<file path="config.mk">
export PLATFORM = sky130hd
export DESIGN_NAME = string_op_engine
export DESIGN_NICKNAME = d
export VERILOG_FILES = /design/src/rtl/string_hw_pkg.sv /design/src/rtl/string_word_scan.sv /design/src/rtl/string_op_engine.sv
export SDC_FILE = /design/constraint.sdc
export NUM_CORES = 1
export LEC_CHECK = 0
export BUFFER_PORTS_ARGS = -buffer_cell sky130_fd_sc_hd__buf_2
export CORE_AREA = 2 2 215 217
export CTS_BUF_LIST = sky130_fd_sc_hd__clkbuf_4 sky130_fd_sc_hd__clkbuf_8
export CTS_CLUSTER_SIZE = 40
export DETAILED_ROUTE_END_ITERATION = 6
export DIE_AREA = 0 0 217 219
export GPL_ROUTABILITY_DRIVEN = 0
export PLACE_DENSITY = 0.42
export SLEW_MARGIN = 5
export SYNTH_ARGS = -nofsm -noshare
export SYNTH_HDL_FRONTEND = slang
export SYNTH_SLANG_ARGS = --single-unit
</file>
<file path="constraint.sdc">
create_clock -name clk -period 6.1 [get_ports clk]
set_input_delay 0.915 -clock clk [delete_from_list [all_inputs] [get_ports clk]]
set_output_delay 0.915 -clock clk [all_outputs]
set_load 0.01 [all_outputs]
</file>
<file path="src/rtl/string_hw_pkg.sv">
// Shared types and constants for the string operation engine.
// STRING_OP_STRCHR_EN (optional) enables the STRCHR operation.
package string_hw_pkg;

  localparam int DEFAULT_MAX_WORDS = 8;
  localparam logic [31:0] NOT_FOUND = 32'hFFFF_FFFF;

  typedef enum logic [1:0] {
    OP_STRCMP = 2'd0,
    OP_STRLEN = 2'd1,
    OP_STRCHR = 2'd2,
    OP_RSVD   = 2'd3
  } op_t;

  typedef enum logic [1:0] {
    IDLE = 2'd0,
    SCAN = 2'd1,
    DONE = 2'd2
  } state_t;

endpackage

</file>
<file path="src/rtl/string_word_scan.sv">
// Combinational evaluation of one 4-character word; the lowest terminating lane wins.
// STRING_OP_STRCHR_EN (optional) adds the character-match comparators.
module string_word_scan
  import string_hw_pkg::*;
(
  input  logic [31:0]       word_a,
  input  logic [31:0]       word_b,
  input  logic [7:0]        ch,
  input  op_t               op,
  output logic              hit,
  output logic [1:0]        hit_lane,
  output logic              hit_is_match,
  output logic signed [8:0] diff
);

  logic [3:0] term;
  logic [3:0] match;

`ifndef STRING_OP_STRCHR_EN
  logic unused_ch;
  assign unused_ch = ^ch;
`endif

  always_comb begin
    term  = '0;
    match = '0;
    for (int k = 0; k < 4; k++) begin
      case (op)
        OP_STRCMP: term[k] = (word_a[8*k +: 8] != word_b[8*k +: 8]) ||
                             (word_a[8*k +: 8] == 8'h00);
        OP_STRLEN: term[k] = (word_a[8*k +: 8] == 8'h00);
`ifdef STRING_OP_STRCHR_EN
        OP_STRCHR: begin
          match[k] = (word_a[8*k +: 8] == ch);
          term[k]  = match[k] || (word_a[8*k +: 8] == 8'h00);
        end
`endif
        default:   term[k] = 1'b0;
      endcase
    end
  end

  // Scan from the top lane down so the lowest terminating lane is the one left standing.
  always_comb begin
    hit          = 1'b0;
    hit_lane     = 2'd0;
    hit_is_match = 1'b0;
    diff         = '0;
    for (int k = 3; k >= 0; k--) begin
      if (term[k]) begin
        hit          = 1'b1;
        hit_lane     = 2'(k);
        hit_is_match = match[k];
        diff         = 9'({1'b0, word_a[8*k +: 8]}) - 9'({1'b0, word_b[8*k +: 8]});
      end
    end
  end

endmodule

</file>
<file path="src/rtl/string_op_engine.sv">
// Sequential STRCMP/STRLEN/STRCHR engine scanning one 32-bit word per cycle.
// STRING_OP_STRCHR_EN (optional) enables op=2; otherwise op=2 reports an error like op=3.
module string_op_engine
  import string_hw_pkg::*;
#(
  parameter int MAX_WORDS = DEFAULT_MAX_WORDS
) (
  input  logic                   clk,
  input  logic                   reset,
  input  logic                   go,
  input  logic [1:0]             op,
  input  logic [7:0]             ch,
  input  logic [MAX_WORDS*32-1:0] string_a,
  input  logic [MAX_WORDS*32-1:0] string_b,
  output logic                   busy,
  output logic                   done,
  output logic                   error,
  output logic [31:0]            result
);

  localparam int WI_W = (MAX_WORDS > 1) ? $clog2(MAX_WORDS) : 1;
  localparam logic [WI_W-1:0] LAST_WI = WI_W'(MAX_WORDS - 1);

  state_t            state_q, state_d;
  logic [WI_W-1:0]   wi_q, wi_d;
  op_t               op_q, op_d;
  logic [31:0]       result_d;
  logic              done_d, error_d;
  logic [7:0]        scan_ch;

  logic              hit;
  logic [1:0]        hit_lane;
  logic              hit_is_match;
  logic signed [8:0] diff;
  logic              op_valid;
  logic [31:0]       hit_result;
  logic [31:0]       end_result;

`ifdef STRING_OP_STRCHR_EN
  logic [7:0] ch_q, ch_d;
  assign scan_ch  = ch_q;
  assign op_valid = (op_q == OP_STRCMP) || (op_q == OP_STRLEN) || (op_q == OP_STRCHR);
`else
  logic unused_ch;
  assign unused_ch = ^ch;
  assign scan_ch   = 8'h00;
  assign op_valid  = (op_q == OP_STRCMP) || (op_q == OP_STRLEN);
`endif

  string_word_scan u_scan (
    .word_a       (string_a[32*wi_q +: 32]),
    .word_b       (string_b[32*wi_q +: 32]),
    .ch           (scan_ch),
    .op           (op_q),
    .hit          (hit),
    .hit_lane     (hit_lane),
    .hit_is_match (hit_is_match),
    .diff         (diff)
  );

  // A lane's index is simply {word, lane}; STRCHR misses collapse to NOT_FOUND.
  always_comb begin
    hit_result = 32'({wi_q, hit_lane});
    end_result = '0;
    case (op_q)
      OP_STRCMP: begin
        hit_result = {{23{diff[8]}}, diff};
        end_result = '0;
      end
      OP_STRLEN: end_result = 32'(MAX_WORDS * 4);
      default: begin
        if (!hit_is_match) hit_result = NOT_FOUND;
        end_result = NOT_FOUND;
      end
    endcase
  end

  always_comb begin
    state_d  = state_q;
    wi_d     = wi_q;
    op_d     = op_q;
    result_d = result;
    done_d   = done;
    error_d  = error;
`ifdef STRING_OP_STRCHR_EN
    ch_d     = ch_q;
`endif
    case (state_q)
      IDLE, DONE: begin
        if (go) begin
          state_d  = SCAN;
          op_d     = op_t'(op);
          wi_d     = '0;
          result_d = '0;
          done_d   = 1'b0;
          error_d  = 1'b0;
`ifdef STRING_OP_STRCHR_EN
          ch_d     = ch;
`endif
        end
      end
      SCAN: begin
        if (!op_valid) begin
          state_d  = DONE;
          done_d   = 1'b1;
          error_d  = 1'b1;
          result_d = '0;
        end else if (hit) begin
          state_d  = DONE;
          done_d   = 1'b1;
          result_d = hit_result;
        end else if (wi_q == LAST_WI) begin
          state_d  = DONE;
          done_d   = 1'b1;
          result_d = end_result;
        end else begin
          wi_d = wi_q + 1'b1;
        end
      end
      default: state_d = IDLE;
    endcase
  end

  always_ff @(posedge clk or negedge reset) begin
    if (!reset) begin
      state_q <= IDLE;
      wi_q    <= '0;
      op_q    <= OP_STRCMP;
      result  <= '0;
      done    <= 1'b0;
      error   <= 1'b0;
`ifdef STRING_OP_STRCHR_EN
      ch_q    <= 8'h00;
`endif
    end else begin
      state_q <= state_d;
      wi_q    <= wi_d;
      op_q    <= op_d;
      result  <= result_d;
      done    <= done_d;
      error   <= error_d;
`ifdef STRING_OP_STRCHR_EN
      ch_q    <= ch_d;
`endif
    end
  end

  assign busy = (state_q == SCAN);

endmodule

</file>
# After elaboration in Yosys (flattened, before gate mapping)

Cells that the tools add are included.

Bits of input ports: 525
Output and inout port bits: 35
Word-level logic and storage cells: 85
Register bits: 41

Eq/ne operators: 14
Mux-type cells: 40
Reduce and logical (&&, ||, !) cells: 18
$add $sub $neg: 5
Shift operators: 2

Operators with widths:

| operator            | count |
|---|---|
| $shiftx 256x9->32   | 2 |
| $pmux 32 s2         | 3 |
| $mux 32             | 4 |
| $mux 9              | 4 |
| $sub 8x8->9         | 4 |
| $logic_not 8->1     | 4 |
| $ne 8x8->1          | 4 |
| $mux 2              | 8 |
| $mux 3              | 4 |
| $pmux 1 s2          | 6 |
| $mux 1              | 9 |
| $ne 2x2->1 const B  | 4 |
| $pmux 3 s2          | 1 |
| $reduce_and 3->1    | 2 |
| $logic_or 1x1->1    | 5 |
| $reduce_and 5->1    | 1 |
| $eq 2x1->1 const B  | 2 |
| $logic_not 2->1     | 2 |
| $ne 4x3->1 const B  | 1 |
| $pmux 2 s2          | 1 |
| $reduce_and 2->1    | 2 |
| $add 3x1->3 const B | 1 |
| $eq 3x3->1 const B  | 1 |
| $eq 2x2->1 const B  | 1 |
| 3 further kinds     | 3 |

# Depth between registers and ports, before layout

Gate-level depths: netlist of the first run.

Word-level depth: 12
Depth in mapped cells: 22

# By module

Synthesis of the first run repeated with hierarchy kept, for this count alone.

Cell total of the unflattened synthesis: 598
Area total of the unflattened synthesis: 6682.7 µm²

By module, submodules not included:

| module           | cells an instance | sequential area each (µm²) | instances | area an instance (µm²) |
|---|---|---|---|---|
| string_op_engine | 322               | 450.4                      | 1         | 4788.3 |
| string_word_scan | 276               | 0.0                        | 1         | 1894.3 |

# Worst setup path after synthesis of the first run

OpenSTA, ideal clock, no wires.

Path kind: register to register
From: register wi_q[1]
To: register result[7]
Required time: 6035 ps
Stages on the path, launching flop included: 18
Period minus slack after synthesis: 4770 ps
Arrival time: 4704 ps
Library setup time: 65 ps
Slack: 1330 ps
Cell sequence: dfrtp_1 > buf_6 > buf_6 > buf_4 > buf_6 > clkbuf_1 > buf_1 > mux4_2 > mux2_2 > ha_1 > nand4_1 > nor3_1 > o21ai_0 > o22ai_1 > nand3_2 > o31a_4 > nor2_2 > a22o_1

Cells in the longest elaborated chain, start to end: 12
Elaborated cells on any way between the ends: 37
Classes of those cells: 4 x add/sub; 6 x eq/ne; 2 x shift; 16 x mux; 9 x reduce/logical

RTL lines:

| what                                                 | RTL line                | source |
|---|---|---|
| start, declared                                      | string_op_engine.sv:25  | `logic [WI_W-1:0] wi_q, wi_d;` |
| start signal, assigned                               | string_op_engine.sv:137 | `wi_q <= wi_d;` |
| branches (longest 12 deep; another with $sub 8x8->9) | n/a                     |  |
| end signal, assigned                                 | string_op_engine.sv:139 | `result <= result_d;` |
| end, declared                                        | string_op_engine.sv:18  | `output logic [31:0] result` |

Several ways; the timed one is not identified.
A chain may end at the register's enable or synchronous reset.

# Worst setup path in the final report of the first run

Same ends and word-level chain as after synthesis.

==> results.json, run 1 <==
{
  "status": "completed",
  "crit_buf_inv": 1,
  "critPathTopFamily": "compound AO/OA/AOI/OAI gates",
  "die_h_um": 219,
  "grt_pass1_vias": 8025,
  "cts_tree": "built",
  "fmax_ghz": 0.212,
  "hp-class": "reg -> reg",
  "areaGrowthSynthToFinish_pct": 49.4,
  "clkTransAtPathRegs_ns": 0.08,
  "slew_viol_final": 0,
  "synth.avg_cell_area_um2": 11.0,
  "wl_per_cell_um": 21.9,
  "wirelength_um": 37500,
  "synth.distinct_cells": 66,
  "r2r-start": "wi_q[1]$_DFFE_PN0P_",
  "htree_num_levels": 1,
  "period_share_pct": 77.3,
  "antenna_found_initial": 16,
  "cp.arrival_ns": 4.91,
  "crit_slowest_cell": "dfrtp_4",
  "grt_overflow": 0,
  "rr_endpoint": "result[7]$_DFFE_PN0P_",
  "vdd_drop_max_mv": 0.0878,
  "crit_path_end_kind": "flop",
  "rsz0062_at_grt": "false",
  "wl_met3_um": 1920,
  "final_nets": 1673,
  "cts_buffers": 3,
  "wl_met1_um": 15600,
  "hold_depth": 1,
  "synth_edf_count": 0,
  "ant_nets": 0,
  "synth_cells": 607,
  "final_common_cell": "buf_2",
  "required_ns": 6.29,
  "netlist_area_mm2": 0.00670,
  "relSlewSlack_pct": 41.1,
  "fin_worst_skew_ns": 0.00842,
  "synth_fp_nets": 1170,
  "grt_use_total_pct": 14.9,
  "row_count": 78,
  "ff2ff_path_depth": 12,
  "synth_top_flop_cell": "dfrtp_1",
  "hold_start": "done$_DFFE_PN0P_",
  "cts_resized": 0,
  "cts_setup_buffers": 0,
  "core_area_mm2": 0.0451,
  "dpl.hpwl_um": 33800,
  "fillers": 5021,
  "critPathMaxStageDelay_ns": 1.01,
  "die_area_mm2": 0.0475,
  "synth_xor_area_share_pct": 2.75,
  "clockBufferDepth": 2,
  "cts-root-buf": "clkbuf_8",
  "io_buffers": 551,
  "grt_pass1_wl_um": 51800,
  "setup_viol": 0,
  "synth_fa_ha_area_share_pct": 7.54,
  "r2r_slack_ns": 1.38,
  "critical_path.cell_chain": "buf_4, mux4_2, mux2_2, ha_1, nand2_1, nor3_1, o21ai_0, o22ai_1, nand3_2, o31a_4, nor2_2, a22o_1",
  "ys_warn_count": 0,
  "synth_top_family_by_area": "multiplexers",
  "worst_pin_slew_ns": 0.883,
  "viasPerCell": 4.50,
  "io_pins": 560,
  "path_class": "reg -> reg",
  "crit_path_max_fanout": 52,
  "hold_viol_final": 0,
  "ys_ff_latch": 18,
  "maxCapViolCount": 0,
  "top_layer_used": "met5",
  "setup_total_negative_slack_ns": 0,
  "die_w_um": 217,
  "synth_seq_area_share_pct": 6.72,
  "grt_max_degree": 53,
  "drive_gt1_share_pct": 66.9,
  "period_needed_ns": 4.72,
  "drc": 0,
  "p_leak_nw": 4.56,
  "ys_async_sr_fraction_pct": 100,
  "synthMuxAreaShare_pct": 52.5,
  "power.density_mw_per_mm2": 261,
  "start_kind": "flop",
  "synthSimpleGateAreaFrac_pct": 11.4,
  "met2_length_um": 19300,
  "power_mw": 2.61,
  "initial_utilization_pct": 14.9,
  "clock_latency_ns": 0.26,
  "numClockSinks": 18,
  "drt-initial-drc-count": 366,
  "vias": 7696,
  "hold_end": "done$_DFFE_PN0P_",
  "cts.hold.buffers_added": 0,
  "crit_start": "wi_q[1]$_DFFE_PN0P_",
  "synth_compound_area_share_pct": 12.2,
  "drtPass1Iterations": 4,
  "mostFrequentLayoutCells": "buf_2, mux4_2, nand2_1"
}
==> cell families after synthesis <==
family,count (synthesis)
multiplexers,188
AND/OR/NAND/NOR,143
AO/OA/AOI/OAI,115
buffers and inverters,84
adder cells (fa/ha/maj),38
XOR/XNOR,21
flip-flops,18
==> registers in the layout, indices dropped and copies added, names as in the netlist <==
name and count:
wi_q 3, error 1, state_q 2, result 9
op_q 2, done 1
==> metrics by stage <==
stage               worst slack, ns  instance area, um^2  hold slack, ns  cells  utilization [%]
floorplan                      1.33                 6700           0.440    607                -
global placement               1.32                 9950           0.453   1705             22.1
detailed placement             1.31                 9950           0.465   1705             22.1
CTS                            1.28                10000           0.482   1709             22.2
global route                   1.00                10000           0.512   1710             22.2
finish                         1.38                10000           0.480   1712             22.2
==> cell usage after synthesis, types with 4 or more instances <==
master	number	area share [%]
a21o_1	11	1.2
a21oi_1	29	2.2
a32o_1	5	0.75
buf_1	12	0.67
buf_2	6	0.45
buf_4	25	2.8
buf_6	5	0.84
clkbuf_1	18	1.0
dfrtp_1	18	6.7
fa_1	4	1.2
ha_1	34	6.3
inv_1	16	0.90
mux2_2	25	4.2
mux2i_1	34	5.1
mux4_2	127	43
nand2_1	38	2.1
nand3_1	6	0.45
nand3b_1	5	0.56
nand4_1	7	0.65
nor2_1	22	1.2
nor2b_1	8	0.75
nor3_1	15	1.1
nor4_1	9	0.84
o211ai_1	5	0.56
o21a_1	5	0.56
o21ai_0	25	1.9
o21bai_1	6	0.67
or3_1	7	0.65
or4_1	11	1.2
xnor2_1	15	2.0
xor2_1	6	0.78
==> where the power goes <==
part           total, mW  internal (mW)  switching (mW)
Combinational       2.25           1.10            1.15
Sequential         0.265          0.155           0.110
Clock             0.0922         0.0509          0.0413
==> layer usage <==
layer	vias up	GRT usage, %
met2	336	27.2
met5	-	0
li1	3503	-
met1	3813	18.7
met4	4	1.62
met3	40	2.59
==> cell type report <==
cell class | count | area (um^2) | share of cell area (%)
Timing Repair Buffer | 564 | 2880 | 28.8
Inverter | 18 | 68.8 | 0.688
Multi-Input combinational cell | 505 | 5790 | 57.9
Sequential cell | 18 | 459 | 4.59
Tap cell | 600 | 751 | 7.50
Clock buffer | 4 | 48.8 | 0.488
Antenna cell | 3 | 7.51 | 0.0750
==> how the worst max path moves through the flow <==
stage	to	cells past startpoint
after floorplan	result[7]$_DFFE_PN0P_	17
after global placement	result[7]$_DFFE_PN0P_	12
after detailed placement	result[7]$_DFFE_PN0P_	11
after CTS	result[7]$_DFFE_PN0P_	11
after global routing	result[7]$_DFFE_PN0P_	12
final	result[7]$_DFFE_PN0P_	12
==> worst reg2reg max path: cells and delay by family (launching register included) <==
| kind | cells | cell delay (ns) |
|---|---|---|
| simple gates | 4 | 0.78 |
| buf+inv | 1 | 0.40 |
| compound gates | 4 | 1.31 |
| flops | 1 | 1.01 |
| fa+ha+maj | 1 | 0.35 |
| mux | 2 | 0.78 |
Note: power is estimated with default switching activity, not from simulation.
==> run 2: changes to the inputs <==
--- a/config.mk
+++ b/config.mk
@@ -6,11 +6,11 @@
 export NUM_CORES = 1
 export LEC_CHECK = 0
 export BUFFER_PORTS_ARGS = -buffer_cell sky130_fd_sc_hd__buf_2
-export CORE_AREA = 2 2 215 217
+export CORE_AREA = 2 2 219 221
 export CTS_BUF_LIST = sky130_fd_sc_hd__clkbuf_4 sky130_fd_sc_hd__clkbuf_8
 export CTS_CLUSTER_SIZE = 40
 export DETAILED_ROUTE_END_ITERATION = 6
-export DIE_AREA = 0 0 217 219
+export DIE_AREA = 0 0 221 223
 export GPL_ROUTABILITY_DRIVEN = 0
 export PLACE_DENSITY = 0.42
 export SLEW_MARGIN = 5
==> constraint.sdc (replaced) <==
create_clock -name clk -period 3.8 [get_ports clk]
set_input_delay 0.57 -clock clk [delete_from_list [all_inputs] [get_ports clk]]
set_output_delay 0.57 -clock clk [all_outputs]
set_load 0.01 [all_outputs]
==> results.json, run 2 (same netlist as run 1, synthesis figures left out) <==
{
  "grt_pass1_wl_um": 53900,
  "areaGrowthSynthToFinish_pct": 75.4,
  "clockBufferDepth": 2,
  "fmax_ghz": 0.270,
  "period_share_pct": 97.5,
  "crit_path_end_kind": "flop",
  "fin_area_mm2": 0.0118,
  "grt_use_total_pct": 14.6,
  "maxCapViolCount": 0,
  "dpl.hpwl_um": 34400,
  "period_needed_ns": 3.70,
  "relSlewSlack_pct": 47.3,
  "final_nets": 1794,
  "setup_viol": 0,
  "vdd_drop_max_mv": 0.176,
  "critical_path.cell_chain": "buf_12, buf_12, clkbuf_16, mux4_2, mux2_4, ha_4, nand4_1, o21a_1, a41oi_2, and3b_2, nand3_4, o31a_4, nor2_4, a32o_1",
  "required_ns": 3.99,
  "cts-root-buf": "clkbuf_8",
  "largest_reg_flops": 9,
  "wl_per_cell_um": 21.6,
  "io_pins": 560,
  "largestRegisters": "result: 9 flops, wi_q: 3 flops",
  "drt-initial-drc-count": 436,
  "status": "completed",
  "grt_pass1_vias": 8535,
  "start_kind": "flop",
  "worst_pin_slew_ns": 0.789,
  "grt_max_degree": 41,
  "rsz0062_at_grt": "true",
  "io_buffers": 551,
  "core_area_mm2": 0.0471,
  "path_class": "reg -> reg",
  "drc": 0,
  "cts_buffers": 3,
  "viasPerCell": 4.45,
  "multiInputGateArea_mm2": 0.00618,
  "slew_viol_final": 0,
  "mostFrequentLayoutCells": "buf_2, mux4_2, buf_4",
  "ant_nets": 0,
  "crit_buf_inv": 3,
  "p_leak_nw": 5.27,
  "fillers": 5079,
  "worst_path_most_repeated_cell": "buf_12",
  "wirelength_um": 40000,
  "hold_viol_final": 0,
  "regArea_um2": 462,
  "drive_gt1_share_pct": 74.1,
  "vias": 8237,
  "cts_tree": "built",
  "drtPass1Iterations": 4,
  "critPathMaxStageDelay_ns": 0.48,
  "regMostFlops": "result",
  "dp_slack_ns": -0.0802,
  "hp-class": "in -> async",
  "initial_utilization_pct": 14.2,
  "power.density_mw_per_mm2": 465,
  "numClockSinks": 18,
  "cp.arrival_ns": 3.90,
  "fin_worst_skew_ns": 0.00614,
  "placed_area_mm2": 0.0108,
  "die_area_mm2": 0.0493,
  "crit_path_max_fanout": 9,
  "grt_overflow": 0,
  "die_h_um": 223,
  "die_w_um": 221,
  "row_count": 80,
  "htree_num_levels": 1,
  "worst_slack_ns": 0.0953,
  "final_common_cell": "buf_2",
  "cts.hold.buffers_added": 0,
  "crit_slowest_cell": "dfrtp_4",
  "clock_latency_ns": 0.26,
  "critPathTopFamily": "compound AO/OA/AOI/OAI gates",
  "postLayoutCoreUtil_pct": 24.9,
  "antenna_found_initial": 14,
  "clkTransAtPathRegs_ns": 0.08
}
-- run 2: layer usage --
layer / up-vias / GRT usage [%] / part of all wire (%) / wire length, um
met3: 48 / 2.84 / 5.3 / 2120
met2: 333 / 26.9 / 52 / 20900
li1: 3757 / - / - / -
met5: - / 0 / 0.14 / 56
met1: 4089 / 17.9 / 41 / 16300
met4: 10 / 1.91 / 1.5 / 593
-- run 2: what timing repair did --
action,4_1_cts,5_1_grt
gates cloned,1,9
resized for setup,1,66
setup buffers,4,30
pin swaps,1,14
endpoints found under the setup margin,3,14
-- run 2: final timing paths --
check / slack (ns) / depth (start not counted) / from / endpoint
worst min register to register: 0.47 / 1 / state_q[1]$_DFFE_PN0P_ / state_q[1]$_DFFE_PN0P_
max in group asynchronous: 3.21 / 1 / reset / wi_q[1]$_DFFE_PN0P_
min in group clk: 0.47 / 1 / state_q[1]$_DFFE_PN0P_ / state_q[1]$_DFFE_PN0P_
worst min-delay path: 0.25 / 1 / reset / result[4]$_DFFE_PN0P_
worst max register to register: 0.1 / 14 / wi_q[0]$_DFFE_PN0P_ / result[30]$_DFFE_PN0P_
worst max-delay path: 0.1 / 14 / wi_q[0]$_DFFE_PN0P_ / result[30]$_DFFE_PN0P_
-- run 2: per-stage QoR --
stage               TNS, ns  hold slack (ns)  instances  power, mW
global placement    -0.0167            0.455       1797       4.75
floorplan                 0            0.274        607       3.10
CTS                       0            0.271       1806       4.99
detailed placement  -0.0802            0.460       1797       4.76
finish                    0            0.250       1850       5.47
global route        -0.0704            0.282       1849       5.93
-- run 2: cell type report --
type | instances | area share (%)
Sequential cell | 18 | 3.93
Inverter | 18 | 0.585
Multi-Input combinational cell | 506 | 52.6
Tap cell | 615 | 6.55
Timing Repair Buffer | 684 | 35.8
Antenna cell | 5 | 0.106
Clock buffer | 4 | 0.468
-- run 2: report_power, final --
group | internal [mW] | switching (mW)
clock | 0.0921 | 0.0693
sequential | 0.251 | 0.0618
combinational | 2.67 | 2.33
